<file path="src/rtl/jk_excitation_driver_if.sv">
// jk_excitation_driver_if: bus between the word producer, the excitation driver and the JK flop bank
//   in_valid/in_ready/in_data : target word handshake (producer -> driver)
//   q_fb                      : flop bank q outputs fed back to the driver
//   j/k                       : flop bank excitation inputs (driver -> bank)
//   done/retries/err/clr_err  : transfer status and sticky-error clear
interface jk_excitation_driver_if #(parameter int WIDTH = 8);
    logic             in_valid;
    logic             in_ready;
    logic [WIDTH-1:0] in_data;
    logic [WIDTH-1:0] q_fb;
    logic [WIDTH-1:0] j;
    logic [WIDTH-1:0] k;
    logic             done;
    logic [3:0]       retries;
    logic             err;
    logic             clr_err;
    modport master (output in_valid, in_data, q_fb, clr_err,
                    input  in_ready, j, k, done, retries, err);
    modport slave  (input  in_valid, in_data, q_fb, clr_err,
                    output in_ready, j, k, done, retries, err);
endinterface

</file>
<file path="src/rtl/jk_excitation_driver.sv">
// jk_excitation_driver: drives a JK flop bank toward target words with read-back check and bounded retry
//   clk   : rising-edge clock shared with the flop bank
//   rst_n : synchronous active-low reset
//   bus   : slave side of jk_excitation_driver_if (handshake, q_fb, j/k, done, retries, err, clr_err)
module jk_excitation_driver #(
    parameter int WIDTH      = 8,
    parameter int USE_TOGGLE = 0,
    parameter int MAX_RETRY  = 2
) (
    input logic                   clk,
    input logic                   rst_n,
    jk_excitation_driver_if.slave bus
);
    typedef enum logic [2:0] {IDLE, CALC, DRIVE, SETTLE, CHECK, ERROR} state_t;
    state_t           state_q, state_d;
    logic [WIDTH-1:0] target_q, target_d, j_q, j_d, k_q, k_d;
    logic [3:0]       retries_q, retries_d;
    logic             err_q, err_d;
    logic             match;
    assign match = bus.q_fb == target_q;
    always_ff @(posedge clk) begin
        if (!rst_n) begin
            state_q   <= IDLE;
            target_q  <= '0;
            j_q       <= '0;
            k_q       <= '0;
            retries_q <= '0;
            err_q     <= 1'b0;
        end else begin
            state_q   <= state_d;
            target_q  <= target_d;
            j_q       <= j_d;
            k_q       <= k_d;
            retries_q <= retries_d;
            err_q     <= err_d;
        end
    end
    always_comb begin
        state_d   = state_q;
        target_d  = target_q;
        retries_d = retries_q;
        err_d     = err_q;
        j_d       = '0;
        k_d       = '0;
        case (state_q)
            IDLE: if (bus.in_valid) begin
                target_d  = bus.in_data;
                retries_d = '0;
                state_d   = CALC;
            end
            CALC: begin
                // Don't-care resolved as 1 allows toggling: j = q|t, k = ~(q&t)
                j_d     = (USE_TOGGLE != 0) ? (bus.q_fb | target_q)    : (~bus.q_fb & target_q);
                k_d     = (USE_TOGGLE != 0) ? ~(bus.q_fb & target_q)   : (bus.q_fb & ~target_q);
                state_d = DRIVE;
            end
            DRIVE:  state_d = SETTLE;
            SETTLE: state_d = CHECK;
            CHECK: begin
                if (match) begin
                    state_d = IDLE;
                end else if (retries_q < 4'(MAX_RETRY)) begin
                    retries_d = retries_q + 4'd1;
                    state_d   = CALC;
                end else begin
                    err_d   = 1'b1;
                    state_d = ERROR;
                end
            end
            ERROR: if (bus.clr_err) begin
                err_d   = 1'b0;
                state_d = IDLE;
            end
            default: state_d = IDLE;
        endcase
    end
    // Ready is masked while reset is held so the producer never sees a handshake mid-reset
    assign bus.in_ready = rst_n && state_q == IDLE;
    assign bus.done     = state_q == CHECK && match;
    assign bus.j        = j_q;
    assign bus.k        = k_q;
    assign bus.retries  = retries_q;
    assign bus.err      = err_q;
endmodule

</file>
<file path="src/flat_wrapper.sv">
// flat-port wrapper written by rule: the top's interface ports become plain ports
module jk_excitation_driver_flat 
#(
    parameter int WIDTH      = 8,
    parameter int USE_TOGGLE = 0,
    parameter int MAX_RETRY  = 2
)
  (clk, rst_n, bus_in_valid, bus_in_data, bus_q_fb, bus_clr_err, bus_in_ready, bus_j, bus_k, bus_done, bus_retries, bus_err);
  jk_excitation_driver_if #(.WIDTH(WIDTH)) bus_i ();
  input logic clk;
  input logic rst_n;
  input wire logic [$bits(bus_i.in_valid)-1:0] bus_in_valid;
  input wire logic [$bits(bus_i.in_data)-1:0] bus_in_data;
  input wire logic [$bits(bus_i.q_fb)-1:0] bus_q_fb;
  input wire logic [$bits(bus_i.clr_err)-1:0] bus_clr_err;
  output wire logic [$bits(bus_i.in_ready)-1:0] bus_in_ready;
  output wire logic [$bits(bus_i.j)-1:0] bus_j;
  output wire logic [$bits(bus_i.k)-1:0] bus_k;
  output wire logic [$bits(bus_i.done)-1:0] bus_done;
  output wire logic [$bits(bus_i.retries)-1:0] bus_retries;
  output wire logic [$bits(bus_i.err)-1:0] bus_err;
  assign bus_i.in_valid = bus_in_valid;
  assign bus_i.in_data = bus_in_data;
  assign bus_i.q_fb = bus_q_fb;
  assign bus_i.clr_err = bus_clr_err;
  assign bus_in_ready = bus_i.in_ready;
  assign bus_j = bus_i.j;
  assign bus_k = bus_i.k;
  assign bus_done = bus_i.done;
  assign bus_retries = bus_i.retries;
  assign bus_err = bus_i.err;
  jk_excitation_driver #(.WIDTH(WIDTH), .USE_TOGGLE(USE_TOGGLE), .MAX_RETRY(MAX_RETRY)) u_core (.clk(clk), .rst_n(rst_n), .bus(bus_i));
endmodule
</file>
<file path="config.mk">
export PLATFORM = sky130hd
export DESIGN_NAME = jk_excitation_driver_flat
export DESIGN_NICKNAME = d
export VERILOG_FILES = /design/src/rtl/jk_excitation_driver_if.sv /design/src/rtl/jk_excitation_driver.sv /design/src/flat_wrapper.sv
export SDC_FILE = /design/constraint.sdc
export NUM_CORES = 1
export LEC_CHECK = 0
export BUFFER_PORTS_ARGS = -buffer_cell sky130_fd_sc_hd__buf_4
export CORE_UTILIZATION = 35
export CTS_CLUSTER_SIZE = 30
export DETAILED_ROUTE_END_ITERATION = 10
export PLACE_DENSITY = 0.55
export SLEW_MARGIN = 20
export SYNTH_ARGS = -nofsm -noshare
export SYNTH_HDL_FRONTEND = slang
export SYNTH_SLANG_ARGS = --single-unit
</file>
<file path="constraint.sdc">
create_clock -name clk -period 2.7 [get_ports clk]
set_clock_uncertainty 0.2 [all_clocks]
set_input_delay 0 -clock clk [delete_from_list [all_inputs] [get_ports clk]]
set_output_delay 0 -clock clk [all_outputs]
set_load 0.01 [all_outputs]
</file>
==> results of run 1 <==
## per-layer routing
metal / wire (um) / global-route usage, % / up-vias
li1: - / - / 652
met3: 204 / 5.99 / 6
met1: 1320 / 17.1 / 554
met2: 1410 / 23.7 / 34
met5: 0 / 0 / -
met4: 45 / 6.38 / 0
## state kept, by name, indices dropped and copies added, names as in the netlist
name / count
u_core.bus.j: 8
u_core.bus.k: 8
u_core.target_q: 8
u_core.bus.retries: 4
u_core.state_q: 3
u_core.bus.err: 1
## through the flow
stage | instance area, um2 | setup slack, ps | util, % | power, mW
after floorplan | 1480 | 1160 | - | 0.774
after global placement | 1810 | 1030 | 44.9 | 0.844
after detailed placement | 1810 | 1030 | 44.9 | 0.848
after CTS | 2310 | 71.1 | 57.3 | 1.42
after global routing | 2320 | 33.5 | 57.6 | 1.51
final | 2320 | 168 | 57.6 | 1.42
## cells in the mapped netlist, types with 2 or more instances
library cell | number | area [um2]
sky130_fd_sc_hd__a21boi_1 | 8 | 60.1
sky130_fd_sc_hd__mux2i_1 | 2 | 20.0
sky130_fd_sc_hd__ha_1 | 17 | 213
sky130_fd_sc_hd__buf_2 | 2 | 10.0
sky130_fd_sc_hd__and3_1 | 2 | 12.5
sky130_fd_sc_hd__and2_1 | 16 | 100
sky130_fd_sc_hd__nand4_1 | 2 | 12.5
sky130_fd_sc_hd__nand3_1 | 4 | 20.0
sky130_fd_sc_hd__nand2_1 | 20 | 75.1
sky130_fd_sc_hd__nor2_1 | 5 | 18.8
sky130_fd_sc_hd__inv_1 | 17 | 63.8
sky130_fd_sc_hd__o21ai_1 | 2 | 10.0
sky130_fd_sc_hd__buf_6 | 2 | 22.5
sky130_fd_sc_hd__dfxtp_1 | 32 | 641
sky130_fd_sc_hd__a21oi_1 | 2 | 10.0
## power groups by stage
stage	Combinational (mW)	Sequential (mW)	Clock, mW
2_1_floorplan	0.217	0.557	0
3_3_place_gp	0.257	0.587	0
3_5_place_dp	0.259	0.589	0
4_1_cts	0.334	0.579	0.509
5_1_grt	0.381	0.589	0.536
6_report	0.342	0.579	0.497
## cells by family (layout without fill, tap and decap cells)
kind of cell / Yosys count / after routing / synth area share (%)
compound gates: 17 / 17 / 8.81
simple gates: 60 / 60 / 24.2
flops: 32 / 32 / 43.4
fa+ha+maj: 17 / 17 / 14.4
buf+inv: 23 / 106 / 7.29
mux: 2 / 2 / 1.36
xor+xnor: 1 / 1 / 0.593
## critical path: cells and delay by family, from the launching register on
kind | cells | cell delay, ps
AOI/OAI and AO/OA | 1 | 130
buffers and inverters | 3 | 1280
DFF | 1 | 460
and+or+nand+nor | 2 | 400
## placed cells by master, fill, tap and decap left out, types with 2 or more instances in the layout
| cell | instances |
|---|---|
| sky130_fd_sc_hd__inv_1 | 17 |
| sky130_fd_sc_hd__nand2_1 | 20 |
| sky130_fd_sc_hd__dfxtp_1 | 32 |
| sky130_fd_sc_hd__a21oi_1 | 2 |
| sky130_fd_sc_hd__nor2_1 | 5 |
| sky130_fd_sc_hd__buf_4 | 44 |
| sky130_fd_sc_hd__clkbuf_8 | 7 |
| sky130_fd_sc_hd__mux2i_1 | 2 |
| sky130_fd_sc_hd__nand4_1 | 2 |
| sky130_fd_sc_hd__o21ai_1 | 2 |
| sky130_fd_sc_hd__nand3_1 | 4 |
| sky130_fd_sc_hd__a21boi_1 | 8 |
| sky130_fd_sc_hd__and3_1 | 2 |
| sky130_fd_sc_hd__dlygate4sd3_1 | 37 |
| sky130_fd_sc_hd__and2_1 | 16 |
| sky130_fd_sc_hd__ha_1 | 17 |
## final cells by class
class	instances	area (um2)	share of cell area [%]
multi-input combinational	97	728	31.4
timing repair buffer	81	701	30.2
sequential	32	641	27.6
clock buffer	7	96.3	4.15
inverter	17	63.8	2.75
tap	50	62.6	2.69
clock inverter	1	30.0	1.29
## repair_timing
item | in CTS | in global routing
setup buffers | 0 | 2
setup endpoints to repair | 0 | 8
endpoints found under the hold margin | 32 | 0
hold buffers | 37 | 0
## worst max-delay path by stage
stage,end,cells past startpoint
detailed placement,u_core.state_q[0]$_SDFFE_PN0P_,5
global route,u_core.target_q[4]$_SDFFE_PN0P_,6
global placement,u_core.state_q[0]$_SDFFE_PN0P_,5
finish,u_core.target_q[4]$_SDFFE_PN0P_,6
CTS,u_core.target_q[1]$_SDFFE_PN0P_,5
floorplan,u_core.bus.retries[3]$_SDFFE_PN0P_,5
==> flow_results.xml, run 1 <==
<?xml version="1.0" encoding="UTF-8"?>
<metrics>
  <group name="layout">
    <metric name="area_growth" unit="%">57.3</metric>
    <metric name="final_layout_size_suffix_gt1_share" unit="%">25.1</metric>
    <metric name="diodes" unit="">0</metric>
    <metric name="final_net_count" unit="">271</metric>
    <metric name="fill_cells" unit="">367</metric>
    <metric name="fin_cells" unit="">285</metric>
  </group>
  <group name="setup_path">
    <metric name="cpPeakStageDelay" unit="ps">560</metric>
    <metric name="critical_path.slowest_cell" unit="">sky130_fd_sc_hd__dlygate4sd3_1</metric>
    <metric name="ff2ff_path_depth" unit="">6</metric>
    <metric name="required_time_worst_endpoint" unit="ps">2720</metric>
    <metric name="critical_path.cell_chain" unit="">nor4b_4 &gt; buf_4 &gt; nand2_1 &gt; dlygate4sd3_1 &gt; a21boi_1 &gt; dlygate4sd3_1</metric>
    <metric name="critPathLaunchType" unit="">flip-flop</metric>
    <metric name="worstSetupPathType" unit="">flip-flop to flip-flop</metric>
    <metric name="critical_path.most_common_cell" unit="">sky130_fd_sc_hd__dlygate4sd3_1</metric>
    <metric name="r2r-end" unit="">u_core.target_q[4]$_SDFFE_PN0P_</metric>
    <metric name="worstPathArrival" unit="ps">2550</metric>
    <metric name="type_of_destination_of_the_critical_path" unit="">flip-flop</metric>
    <metric name="critPathLaunch" unit="">u_core.state_q[1]$_SDFFE_PN0P_</metric>
    <metric name="worstReg2RegStart" unit="">u_core.state_q[1]$_SDFFE_PN0P_</metric>
    <metric name="r2r_setup_slack" unit="ps">170</metric>
    <metric name="crit_fanout" unit="">10</metric>
  </group>
  <group name="pwr">
    <metric name="combPwrFrac" unit="%">24.1</metric>
    <metric name="power.density_cell_area" unit="mW/mm2">611</metric>
    <metric name="peakVddDrop" unit="mV">0.217</metric>
    <metric name="clockPowerShare" unit="%">35.1</metric>
    <metric name="sequentialPowerShare" unit="%">40.8</metric>
    <metric name="power_leakage" unit="nW">1.08</metric>
    <metric name="total_switching_power" unit="mW">0.375</metric>
    <metric name="power_switching_share" unit="%">26.5</metric>
    <metric name="cell_internal_pwr" unit="mW">1.04</metric>
  </group>
  <group name="timing">
    <metric name="final-max-slew-violation-count" unit="">0</metric>
    <metric name="finalSetupTns" unit="ps">0</metric>
    <metric name="setup_repair_after_global_routing_missed_its_margin" unit="">no</metric>
    <metric name="worst_relative_slew_slack" unit="%">66.6</metric>
    <metric name="worst-slew-pin-transition" unit="ps">500</metric>
    <metric name="report.final.setup_viol" unit="">0</metric>
    <metric name="fmax" unit="MHz">395</metric>
    <metric name="smallest_hold_slack" unit="ps">254</metric>
    <metric name="min_period_over_period" unit="%">93.8</metric>
    <metric name="layout_min_cycle_time" unit="ps">2530</metric>
    <metric name="hold_viol_final" unit="">0</metric>
  </group>
  <group name="cts">
    <metric name="cts.sinks" unit="">32</metric>
    <metric name="cts-buffers-inserted" unit="">5</metric>
    <metric name="ctsRootBufferMaster" unit="">sky130_fd_sc_hd__clkbuf_8</metric>
    <metric name="clock_insertion_delay_worst_skew" unit="ps">280</metric>
    <metric name="cts-htree-levels" unit="">2</metric>
    <metric name="reg_clk_slew_reported_paths" unit="ps">60</metric>
    <metric name="max_clock_buf_depth" unit="">2</metric>
    <metric name="cts_resized" unit="">0</metric>
    <metric name="tritoncts" unit="">built</metric>
  </group>
  <group name="synth">
    <metric name="asyncSetResetFlopFracSynth" unit="%">0</metric>
    <metric name="synth_flop_cell" unit="">sky130_fd_sc_hd__dfxtp_1</metric>
    <metric name="synth.distinct_cells" unit="">34</metric>
    <metric name="mapped_nets" unit="">189</metric>
    <metric name="post_synth.cell_area_avg" unit="um2">9.71</metric>
    <metric name="synthesis.area" unit="mm2">0.00148</metric>
    <metric name="synth_cells" unit="">152</metric>
    <metric name="synth_edf_count" unit="">0</metric>
    <metric name="ys_seq_area_share" unit="%">43.4</metric>
    <metric name="yosysWarnings" unit="">0</metric>
    <metric name="count_of_state_elements_after_synthesis" unit="">32</metric>
  </group>
  <group name="route">
    <metric name="post_drt_via_cell_ratio" unit="">4.37</metric>
    <metric name="route.vias.total" unit="">1246</metric>
    <metric name="final_antenna_net_count" unit="">0</metric>
    <metric name="routed_length_per_instance" unit="um">10.5</metric>
    <metric name="drt_iter0_drc" unit="">35</metric>
    <metric name="drc" unit="">0</metric>
    <metric name="firstDrtPassIters" unit="">4</metric>
    <metric name="drt-total-wl" unit="mm">2.99</metric>
  </group>
  <group name="global_routing">
    <metric name="first_global_vias" unit="">1059</metric>
    <metric name="globalRoute.totalOverflow" unit="">0</metric>
    <metric name="grt_max_degree" unit="">19</metric>
    <metric name="number_of_antenna_violations_at_the_first_check_in_global_routing" unit="">0</metric>
    <metric name="global_route_usage_over_all_layers" unit="%">14.8</metric>
    <metric name="grt_pass1_wl" unit="mm">4.71</metric>
  </group>
  <group name="floorplanning">
    <metric name="ioPinCount" unit="">43</metric>
    <metric name="core-area" unit="mm2">0.00403</metric>
    <metric name="floorplan.initialDensity" unit="%">36.6</metric>
    <metric name="design.die.area" unit="mm2">0.00448</metric>
    <metric name="die-width" unit="um">67.0</metric>
    <metric name="core.rowCount" unit="">23</metric>
    <metric name="die_h" unit="um">67.0</metric>
  </group>
  <group name="status">
    <metric name="run_status" unit="">finished, final reports clean</metric>
  </group>
  <group name="flow_run">
    <metric name="count_of_maximum_capacitance_violations" unit="">0</metric>
  </group>
  <group name="worst_hold_path">
    <metric name="min-delay-start" unit="">u_core.bus.err$_SDFFE_PN0P_</metric>
    <metric name="worstHoldPathType" unit="">flip-flop to flip-flop</metric>
    <metric name="hold-path-endpoint" unit="">u_core.bus.err$_SDFFE_PN0P_</metric>
    <metric name="worst_hold_path.num_cells" unit="">2</metric>
  </group>
  <group name="placement">
    <metric name="cells_after_dpl" unit="">238</metric>
    <metric name="numPortBuffers" unit="">42</metric>
    <metric name="routabilityCongestion" unit="">0.698</metric>
    <metric name="dp_hpwl" unit="mm">2.03</metric>
  </group>
</metrics>
Note: power is estimated with default switching activity, not from simulation.
==> inputs of run 2 (changes only) <==
ABC_AREA = 1   (was default)
==> run 2 against run 1 <==
  * Final cell count increased by 3.9%
  * Utilization decreased by 0.99 points
  * Register-to-register slack improved by 480 ps
  * Clock power decreased by 21%
  * Critical path depth increased by 1
  * Synthesized area decreased by 3.1%
  * Power decreased by 16%
  * Global-route usage increased by 1.1 points
  * Non-clock buffer count decreased by 12
  * Sequential share of layout area increased by 2.2 points
  * Via count increased by 4.8%
  * Combinational power decreased by 24%
  * Critical path type unchanged
  * Largest power group unchanged
==> flow_results.xml, run 2 <==
<?xml version="1.0" encoding="UTF-8"?>
<metrics>
  <group name="synth">
    <metric name="synth_top_cells_by_area" unit="">sky130_fd_sc_hd__dfxtp_1, sky130_fd_sc_hd__ha_1, sky130_fd_sc_hd__inv_1</metric>
    <metric name="synth.largest_area_cell" unit="">sky130_fd_sc_hd__dfxtp_1</metric>
    <metric name="synth_edf_count" unit="">0</metric>
    <metric name="yosysWarnings" unit="">0</metric>
    <metric name="synth_cells" unit="">175</metric>
    <metric name="asyncSetResetFlopFracSynth" unit="%">0</metric>
    <metric name="mapped_nets" unit="">212</metric>
    <metric name="share_of_the_synthesized_area_in_the_top_cell_type" unit="%">44.8</metric>
    <metric name="count_of_state_elements_after_synthesis" unit="">32</metric>
    <metric name="yosys-top-cells-count" unit="">sky130_fd_sc_hd__inv_1, sky130_fd_sc_hd__dfxtp_1, sky130_fd_sc_hd__nor2_1</metric>
    <metric name="yosys.cell_count.top_type" unit="">sky130_fd_sc_hd__inv_1</metric>
    <metric name="synth_flop_cell" unit="">sky130_fd_sc_hd__dfxtp_1</metric>
    <metric name="synth.distinct_cells" unit="">22</metric>
    <metric name="synthesis.area" unit="mm2">0.00143</metric>
    <metric name="ys_seq_area_share" unit="%">44.8</metric>
    <metric name="post_synth.cell_area_avg" unit="um2">8.17</metric>
  </group>
  <group name="timing">
    <metric name="fmax" unit="MHz">488</metric>
    <metric name="final-max-slew-violation-count" unit="">0</metric>
    <metric name="hold_viol_final" unit="">0</metric>
    <metric name="worst-slew-pin-transition" unit="ps">656</metric>
    <metric name="worst_relative_slew_slack" unit="%">56.1</metric>
    <metric name="setup_repair_after_global_routing_missed_its_margin" unit="">no</metric>
    <metric name="layout_min_cycle_time" unit="ps">2050</metric>
    <metric name="min_period_over_period" unit="%">75.9</metric>
    <metric name="report.final.setup_viol" unit="">0</metric>
    <metric name="finalSetupTns" unit="ps">0</metric>
  </group>
  <group name="global_routing">
    <metric name="global_route_usage_over_all_layers" unit="%">15.9</metric>
    <metric name="grt_pass1_wl" unit="mm">5.08</metric>
    <metric name="globalRoute.totalOverflow" unit="">0</metric>
    <metric name="grt_max_degree" unit="">18</metric>
    <metric name="first_global_vias" unit="">1286</metric>
    <metric name="number_of_antenna_violations_at_the_first_check_in_global_routing" unit="">0</metric>
  </group>
  <group name="route">
    <metric name="drc" unit="">0</metric>
    <metric name="drt_iter0_drc" unit="">57</metric>
    <metric name="route.vias.total" unit="">1306</metric>
    <metric name="drt-total-wl" unit="mm">2.96</metric>
    <metric name="firstDrtPassIters" unit="">4</metric>
    <metric name="routed_length_per_instance" unit="um">9.99</metric>
    <metric name="final_antenna_net_count" unit="">0</metric>
    <metric name="post_drt_via_cell_ratio" unit="">4.41</metric>
  </group>
  <group name="layout">
    <metric name="area_growth" unit="%">50.5</metric>
    <metric name="fill_cells" unit="">364</metric>
    <metric name="sequential_cell_area" unit="um2">641</metric>
    <metric name="multiInputGateArea" unit="um2">604</metric>
    <metric name="final_net_count" unit="">285</metric>
    <metric name="diodes" unit="">0</metric>
    <metric name="most-common-layout-cells" unit="">sky130_fd_sc_hd__buf_4, sky130_fd_sc_hd__inv_1, sky130_fd_sc_hd__dfxtp_1</metric>
    <metric name="fin_cells" unit="">296</metric>
    <metric name="final_layout_size_suffix_gt1_share" unit="%">23.8</metric>
    <metric name="layout.cells.most_common" unit="">sky130_fd_sc_hd__buf_4</metric>
  </group>
  <group name="cts">
    <metric name="tritoncts" unit="">built</metric>
    <metric name="cts-htree-levels" unit="">2</metric>
    <metric name="max_clock_buf_depth" unit="">2</metric>
    <metric name="ctsRootBufferMaster" unit="">sky130_fd_sc_hd__clkbuf_8</metric>
    <metric name="cts.sinks" unit="">32</metric>
    <metric name="reg_clk_slew_reported_paths" unit="ps">70</metric>
    <metric name="post-cts-setup-buffers" unit="">0</metric>
    <metric name="cts-buffers-inserted" unit="">5</metric>
    <metric name="clock_insertion_delay_worst_skew" unit="ps">280</metric>
  </group>
  <group name="pwr">
    <metric name="post-layout-total-power" unit="mW">1.19</metric>
    <metric name="peakVddDrop" unit="mV">0.274</metric>
    <metric name="power.density_cell_area" unit="mW/mm2">551</metric>
    <metric name="power_leakage" unit="nW">1.06</metric>
  </group>
  <group name="setup_path">
    <metric name="r2r_setup_slack" unit="ps">650</metric>
    <metric name="critPathLaunchType" unit="">flip-flop</metric>
    <metric name="worstReg2RegStart" unit="">u_core.state_q[0]$_SDFFE_PN0P_</metric>
    <metric name="ff2ff_path_depth" unit="">7</metric>
    <metric name="worstPathArrival" unit="ps">2060</metric>
    <metric name="required_time_worst_endpoint" unit="ps">2710</metric>
    <metric name="worstSetupPathType" unit="">flip-flop to flip-flop</metric>
    <metric name="crit_fanout" unit="">17</metric>
    <metric name="r2r-end" unit="">u_core.target_q[2]$_SDFFE_PN0P_</metric>
    <metric name="type_of_destination_of_the_critical_path" unit="">flip-flop</metric>
  </group>
  <group name="status">
    <metric name="run_status" unit="">finished, final reports clean</metric>
  </group>
  <group name="floorplanning">
    <metric name="core.rowCount" unit="">22</metric>
    <metric name="design.die.area" unit="mm2">0.00435</metric>
    <metric name="floorplan.initialDensity" unit="%">37.6</metric>
    <metric name="die_h" unit="um">65.9</metric>
    <metric name="ioPinCount" unit="">43</metric>
    <metric name="die-width" unit="um">65.9</metric>
    <metric name="core-area" unit="mm2">0.00380</metric>
  </group>
  <group name="placement">
    <metric name="cells_after_dpl" unit="">262</metric>
    <metric name="dp_hpwl" unit="mm">2.02</metric>
    <metric name="numPortBuffers" unit="">42</metric>
    <metric name="routabilityCongestion" unit="">0.889</metric>
  </group>
  <group name="worst_hold_path">
    <metric name="worstHoldPathType" unit="">flip-flop to flip-flop</metric>
    <metric name="worst_hold_path.num_cells" unit="">2</metric>
    <metric name="min-delay-start" unit="">u_core.bus.retries[3]$_SDFFE_PN0P_</metric>
    <metric name="hold-path-endpoint" unit="">u_core.bus.retries[3]$_SDFFE_PN0P_</metric>
  </group>
  <group name="flow_run">
    <metric name="count_of_maximum_capacitance_violations" unit="">0</metric>
  </group>
</metrics>
-- run 2: worst max path at each step --
stage                                         start                                 end  slack [ps]  cells after the start
CTS                  u_core.state_q[0]$_SDFFE_PN0P_     u_core.target_q[7]$_SDFFE_PN0P_         670                      7
finish               u_core.state_q[0]$_SDFFE_PN0P_     u_core.target_q[2]$_SDFFE_PN0P_         650                      7
global placement     u_core.state_q[2]$_SDFFE_PN0P_          u_core.bus.j[3]$_SDFF_PN0_        1130                      3
detailed placement   u_core.state_q[2]$_SDFFE_PN0P_          u_core.bus.j[3]$_SDFF_PN0_        1060                      3
floorplan           u_core.target_q[4]$_SDFFE_PN0P_  u_core.bus.retries[1]$_SDFFE_PN0P_        1300                      8
global route         u_core.state_q[0]$_SDFFE_PN0P_     u_core.target_q[3]$_SDFFE_PN0P_         490                      7
-- run 2: repair_timing --
item                      in CTS  in global routing
hold buffers                  27                  0
gates resized for setup        0                  0
hold endpoints to repair      32                  0
-- run 2: metal layers --
layer / wire, um / track usage, % / vias to the layer above
met5: 0 / 0 / -
met3: 204 / 5.86 / 4
met4: 40 / 6.79 / 0
met2: 1440 / 27.8 / 45
met1: 1280 / 16.8 / 582
li1: - / - / 675
-- run 2: cell type report --
type,instances,area share (%)
timing repair buffer,69,27.2
multi-input combinational,96,28.1
sequential,32,29.8
tap,48,2.79
inverter,44,7.67
clock buffer,7,4.48
-- run 2: stage by stage --
stage	util [%]	setup WS, ps	hold WS, ps	area (um2)
after detailed placement	47.0	1060	77.3	1790
after CTS	56.7	674	264	2150
final	56.7	651	255	2150
after global routing	56.7	488	276	2150
after global placement	47.0	1130	74.3	1790
after floorplan	-	1300	-61.6	1430
-- run 2: cell families (layout without fill, tap and decap cells) --
group	after synthesis	in the layout	share of synthesized area (%)
flip-flops	32	32	44.8
buffers and inverters	47	120	12.9
AO/OA/AOI/OAI	23	23	8.66
AND/OR/NAND/NOR	56	56	18.7
adder cells (fa/ha/maj)	17	17	14.9
-- run 2: power by group --
group	switching (mW)	leakage, nW	total, mW	internal (mW)
Clock	0.167	0.0503	0.394	0.227
Sequential	0.0230	0.261	0.531	0.508
Combinational	0.136	0.749	0.260	0.124
Total	0.326	1.06	1.19	0.859
-- run 2: worst max-delay path, stage by stage, from the launching register on --
cell                            delay (ps)
sky130_fd_sc_hd__dfxtp_1               450
sky130_fd_sc_hd__inv_2                  90
sky130_fd_sc_hd__nand2_4               120
sky130_fd_sc_hd__nor2_4                 50
sky130_fd_sc_hd__nand2_2               270
sky130_fd_sc_hd__o21ai_0               120
sky130_fd_sc_hd__dlygate4sd3_1         570
sky130_fd_sc_hd__a21oi_1               110
